$ cat src/rtl/prod_sched_pkg.sv
// prod_sched_pkg: shared state encodings, one-hot LED constants and defaults for prod_scheduler.
package prod_sched_pkg;
  localparam int DATA_W_DEF = 16;
  localparam logic [5:0] LED_IDLE      = 6'b000001;
  localparam logic [5:0] LED_COMM_F    = 6'b000010;
  localparam logic [5:0] LED_WAIT_F    = 6'b000100;
  localparam logic [5:0] LED_COMM_T    = 6'b001000;
  localparam logic [5:0] LED_WAIT_T    = 6'b010000;
  localparam logic [5:0] LED_BUF_EMPTY = 6'b100000;
  // State encoding is the LED pattern itself, so state_led needs no decode.
  typedef enum logic [5:0] {
    S_IDLE      = LED_IDLE,
    S_COMM_F    = LED_COMM_F,
    S_WAIT_F    = LED_WAIT_F,
    S_COMM_T    = LED_COMM_T,
    S_WAIT_T    = LED_WAIT_T,
    S_BUF_EMPTY = LED_BUF_EMPTY
  } state_t;
endpackage

$ cat src/rtl/prod_scheduler_sat_counter.sv
// sat_counter: saturating up-counter with synchronous clear.
//  clk, rst (async, active-high) | inc: count up | clr: zero (wins over inc) | cnt: value, sticks at all-ones
module sat_counter #(
  parameter int W = 16
) (
  input  logic         clk,
  input  logic         rst,
  input  logic         inc,
  input  logic         clr,
  output logic [W-1:0] cnt
);
  logic [W-1:0] cnt_q, cnt_d;
  always_comb cnt_d = clr ? '0 : (inc && cnt_q != '1) ? cnt_q + 1'b1 : cnt_q;
  always_ff @(posedge clk or posedge rst)
    if (rst) cnt_q <= '0;
    else cnt_q <= cnt_d;
  assign cnt = cnt_q;
endmodule

$ cat src/rtl/prod_scheduler.sv
// prod_scheduler: session FSM muxing fibonacci/timer samples into the clk_1 buffer write port.
//  in : clk, rst (async, active-high), start_f/start_t/stop pulses, buf_full, buf_empty, data_2_valid,
//       f_valid/f_out, t_valid/t_out
//  out: f_en, t_en, data_1_en/data_1 (combinational write port), state_led (one-hot), sample_cnt,
//       drop_err, drain_to
//  SCHED_DRAIN_TIMEOUT_EN: when defined, S_BUF_EMPTY gives up after DRAIN_TIMEOUT cycles and flags drain_to.
module prod_scheduler
  import prod_sched_pkg::*;
#(
  parameter int DATA_W        = DATA_W_DEF,
  parameter int CNT_W         = 16,
  parameter int DRAIN_TIMEOUT = 4096
) (
  input  logic              clk,
  input  logic              rst,
  input  logic              start_f,
  input  logic              start_t,
  input  logic              stop,
  input  logic              buf_full,
  input  logic              buf_empty,
  input  logic              data_2_valid,
  input  logic              f_valid,
  input  logic [DATA_W-1:0] f_out,
  input  logic              t_valid,
  input  logic [DATA_W-1:0] t_out,
  output logic              f_en,
  output logic              t_en,
  output logic              data_1_en,
  output logic [DATA_W-1:0] data_1,
  output logic [5:0]        state_led,
  output logic [CNT_W-1:0]  sample_cnt,
  output logic              drop_err,
  output logic              drain_to
);
  state_t state_q, state_d;
  logic drop_q, drop_d, to_q, to_d;
  logic wr_f, wr_t, start, drained, timeout;
  assign wr_f    = state_q == S_COMM_F && f_valid && !buf_full;
  assign wr_t    = state_q == S_COMM_T && t_valid && !buf_full;
  assign start   = state_q == S_IDLE && (start_f || start_t);
  assign drained = buf_empty && !data_2_valid;
`ifdef SCHED_DRAIN_TIMEOUT_EN
  localparam int TW = $clog2(DRAIN_TIMEOUT + 1);
  logic [TW-1:0] tmr;
  // Held at zero outside S_BUF_EMPTY, so every drain starts counting from 0.
  sat_counter #(.W(TW)) u_drain (
    .clk(clk), .rst(rst), .inc(state_q == S_BUF_EMPTY), .clr(state_q != S_BUF_EMPTY), .cnt(tmr)
  );
  assign timeout = state_q == S_BUF_EMPTY && tmr == TW'(DRAIN_TIMEOUT - 1);
`else
  assign timeout = 1'b0;
`endif
  always_comb begin
    state_d = state_q;
    case (state_q)
      S_IDLE:      state_d = start_f ? S_COMM_F : start_t ? S_COMM_T : S_IDLE;
      S_COMM_F:    state_d = stop ? S_BUF_EMPTY : buf_full ? S_WAIT_F : S_COMM_F;
      S_WAIT_F:    state_d = stop ? S_BUF_EMPTY : buf_full ? S_WAIT_F : S_COMM_F;
      S_COMM_T:    state_d = stop ? S_BUF_EMPTY : buf_full ? S_WAIT_T : S_COMM_T;
      S_WAIT_T:    state_d = stop ? S_BUF_EMPTY : buf_full ? S_WAIT_T : S_COMM_T;
      S_BUF_EMPTY: state_d = (drained || timeout) ? S_IDLE : S_BUF_EMPTY;
      default:     state_d = S_IDLE;
    endcase
    drop_d = start ? 1'b0 : drop_q | (f_valid && !wr_f) | (t_valid && !wr_t);
    to_d   = start ? 1'b0 : to_q | (timeout && !drained);
  end
  always_ff @(posedge clk or posedge rst)
    if (rst) begin
      state_q <= S_IDLE;
      drop_q  <= 1'b0;
      to_q    <= 1'b0;
    end else begin
      state_q <= state_d;
      drop_q  <= drop_d;
      to_q    <= to_d;
    end
  sat_counter #(.W(CNT_W)) u_cnt (
    .clk(clk), .rst(rst), .inc(data_1_en), .clr(start), .cnt(sample_cnt)
  );
  assign f_en      = state_q == S_COMM_F;
  assign t_en      = state_q == S_COMM_T;
  assign data_1_en = wr_f || wr_t;
  assign data_1    = wr_f ? f_out : wr_t ? t_out : '0;
  assign state_led = state_q;
  assign drop_err  = drop_q;
  assign drain_to  = to_q;
endmodule
$ cat config.mk
export PLATFORM = sky130hd
export DESIGN_NAME = prod_scheduler
export DESIGN_NICKNAME = d
export VERILOG_FILES = /design/src/rtl/prod_sched_pkg.sv /design/src/rtl/prod_scheduler_sat_counter.sv /design/src/rtl/prod_scheduler.sv
export SDC_FILE = /design/constraint.sdc
export NUM_CORES = 1
export LEC_CHECK = 0
export CORE_MARGIN = 2
export CORE_UTILIZATION = 35
export DETAILED_ROUTE_END_ITERATION = 6
export MAX_ROUTING_LAYER = met4
export PLACE_DENSITY = 0.83
export SYNTH_ARGS = -nofsm -noshare
export SYNTH_HDL_FRONTEND = slang
export SYNTH_SLANG_ARGS = --single-unit
$ cat constraint.sdc
create_clock -name clk -period 5.75 [get_ports clk]
set_clock_uncertainty 0.05 [all_clocks]
set_input_delay 1.15 -clock clk [delete_from_list [all_inputs] [get_ports clk]]
set_output_delay 1.15 -clock clk [all_outputs]
set_load 0.005 [all_outputs]
==> reports/summary.txt <==
status - finished clean
Die Ht - 70.53 um
post-synth top area share - 0.3554
DRC viols - 0
Slew Viols, Final - 0
critical-path maximum fanout - 16
first-pass GRT wire length - 7389 um
CTS Buf Count - 3
Crit. End Element - primary output
fmax - 217.8 MHz
PortBufs - 83
antenna fix cells - 0
fin crit share - 0.7984
row cnt - 24
Post-Place Cells - 295
Finish-stage setup viols - 0
fill count - 396
core area - 4294 sq um
worst path required time - 4.55 ns
Critical Path Most Common Cell - clkdlybuf4s50_1
Starting Density - 0.3607
initial antenna violation count - 0
root buf cell - clkbuf_8
EDFF count, synth - 0
DRT iter0 DRCs - 60
Max-Cap Viols - 0
startpoint type of the worst setup path - input port
total wire length - 4611 um
First-pass DRT Iterations - 4
HP Class - reg2reg
Pleak - 0.9578 nW
WP buf/inv - 2
flops & latches, synth - 23
RSZ-0062 raised after global routing - no
Setup TNS - 0 ns
pin count of the biggest net entering global routing - 24
Synth Instances - 167
synth warn - 0
hold_buf cts - 0
area delta synth->final - 58.24%
syn nets - 210
peak supply drop - 0.1623 mV
Async S/R FF share, synth - 1.000
crit path DAT - 3.39 ns
DR vias/cell - 5.629
CTS Sinks - 23
register area share after synthesis - 0.3724
Clock transition at path regs - 0.08 ns
share of cells above drive strength 1 - 0.04453
HPWL Detailed - 3557 um
GR Overflow Total - 0
Max clock buf depth - 2
vias in the first global route - 1623
Slew Limit Headroom - 0.3288
Setup CP Type - in2out
Slowest-stage cell, CP - nor2_1
Netlist cell types - 49
TritonCTS clock tree - built
Die Span X - 70.53 um
leading cell types by total area after synthesis - dfrtp_1 36%, a22o_1 9.0%, nand4_1 3.2%, o21ai_0 3.2%, nand2_1 3.2%
die area - 4974 sq um
Synth Cell Area - 1549 sq um
fin cells - 299
setup bufs post-CTS - 0
Worst Tran Pin Value - 1.003 ns
crit-path cells - clkdlybuf4s50_1, nand4b_4, nor2_1, a22o_1, clkdlybuf4s50_1
leading area contributor after synthesis - dfrtp_1
Mean Syn Cell Area - 9.275 sq um
Final nets - 291
total vias in the final route - 1683
count of final hold-check violations - 0
fin crit period - 4.591 ns
All-Layer GR Usage - 0.1881
predominant post-synthesis flop cell - dfrtp_1
post-route ant nets - 0
H-tree depth - 1
pwr dens - 228.0 nW/um^2
Top Ports - 85
slowest cell delay on critical path - 0.79 ns
post_cts resized - 0
Post-synth top cells - 22 x dfrtp_1, 16 x a22o_1, 13 x nand2_1
final estimated routing congestion in global placement - 0.8347
top-count cell post-synth - dfrtp_1
Clock Latency Late Sink - 0.27 ns
routed len/inst - 15.42 um
top cell family by delay on the critical path - buffers and inverters
-- logic make-up (layout without fill, tap and decap cells) --
logic type	after synthesis	in the layout	synth area share
and+or+nand+nor	68	68	0.2698
buffers and inverters	13	93	0.04039
other	1	1	0.002421
xor gates and xnor gates	3	3	0.01697
adders and majority gates	1	1	0.008076
AOI/OAI and AO/OA	56	56	0.2771
muxes	2	2	0.01292
DFF	23	23	0.3724
-- cells in the final DEF (no fill, tap or decap), types with 4 or more instances in the layout --
cell | netlist | layout
nor2_1 | 11 | 11
clkdlybuf4s50_1 | 0 | 83
a22o_1 | 16 | 16
nand2_1 | 13 | 13
a21oi_1 | 8 | 8
dfrtp_1 | 22 | 22
o21ai_0 | 10 | 10
nand4_1 | 8 | 8
and3_1 | 4 | 4
inv_1 | 6 | 6
o31ai_1 | 5 | 5
nand3_1 | 5 | 5
or4_1 | 5 | 5
-- cell type report --
type,count,area [sq um],share of cell area
flip-flops and latches,23,576.8,0.2353
multi-input cells,131,909.6,0.3711
inverters,6,22.52,0.009188
repair buffers,83,830.8,0.3389
clock buffers,3,41.29,0.01685
clock inverters,1,5.005,0.002042
well taps,52,65.06,0.02654
-- registers in the layout, summed over array words and instances, names as in the netlist --
signal     count
drop_err       1
state_led      6
u_cnt.cnt     16
-- per-stage QoR --
step / hold WS [ns] / worst slack, ns / power [mW] / util / cell area, sq um
floorplan: 0.4610 / 2.368 / 0.3415 / - / 1549
global placement: 0.4708 / 1.252 / 0.4563 / 0.5600 / 2405
detailed placement: 0.4818 / 1.177 / 0.4617 / 0.5600 / 2405
CTS: 0.4984 / 1.176 / 0.5643 / 0.5708 / 2451
global route: 0.5356 / 0.9810 / 0.5968 / 0.5708 / 2451
finish: 0.4925 / 1.159 / 0.5589 / 0.5708 / 2451
-- worst paths after layout --
path | startpoint | to | slack, ns | depth (start not counted)
max | f_valid | data_1[7] | 1.16 | 5
min | u_cnt.cnt[0]$_DFFE_PP0P_ | u_cnt.cnt[0]$_DFFE_PP0P_ | 0.49 | 1
max reg2reg | state_led[3]$_DFF_PP0_ | u_cnt.cnt[9]$_DFFE_PP0P_ | 3.38 | 5
min reg2reg | u_cnt.cnt[0]$_DFFE_PP0P_ | u_cnt.cnt[0]$_DFFE_PP0P_ | 0.49 | 1
max in group asynchronous | rst | u_cnt.cnt[11]$_DFFE_PP0P_ | 3.79 | 2
min in group asynchronous | rst | u_cnt.cnt[13]$_DFFE_PP0P_ | 1.32 | 2
-- power by group --
part / internal (mW) / leakage, nW / switching (mW)
combinational: 0.126 / 0.619 / 0.113
clock: 0.0484 / 0.0255 / 0.0529
sequential: 0.184 / 0.313 / 0.0340
total: 0.359 / 0.958 / 0.200
-- layer usage --
| layer | GRT usage | routed length (um) | vias to the layer above |
|---|---|---|---|
| li1 | - | - | 815 |
| met1 | 0.2132 | 1957 | 787 |
| met2 | 0.3187 | 2190 | 68 |
| met3 | 0.04618 | 372 | 13 |
| met4 | 0.07265 | 90 | 0 |
| met5 | - | 0 | - |
Note: power is estimated with default switching activity, not from simulation.
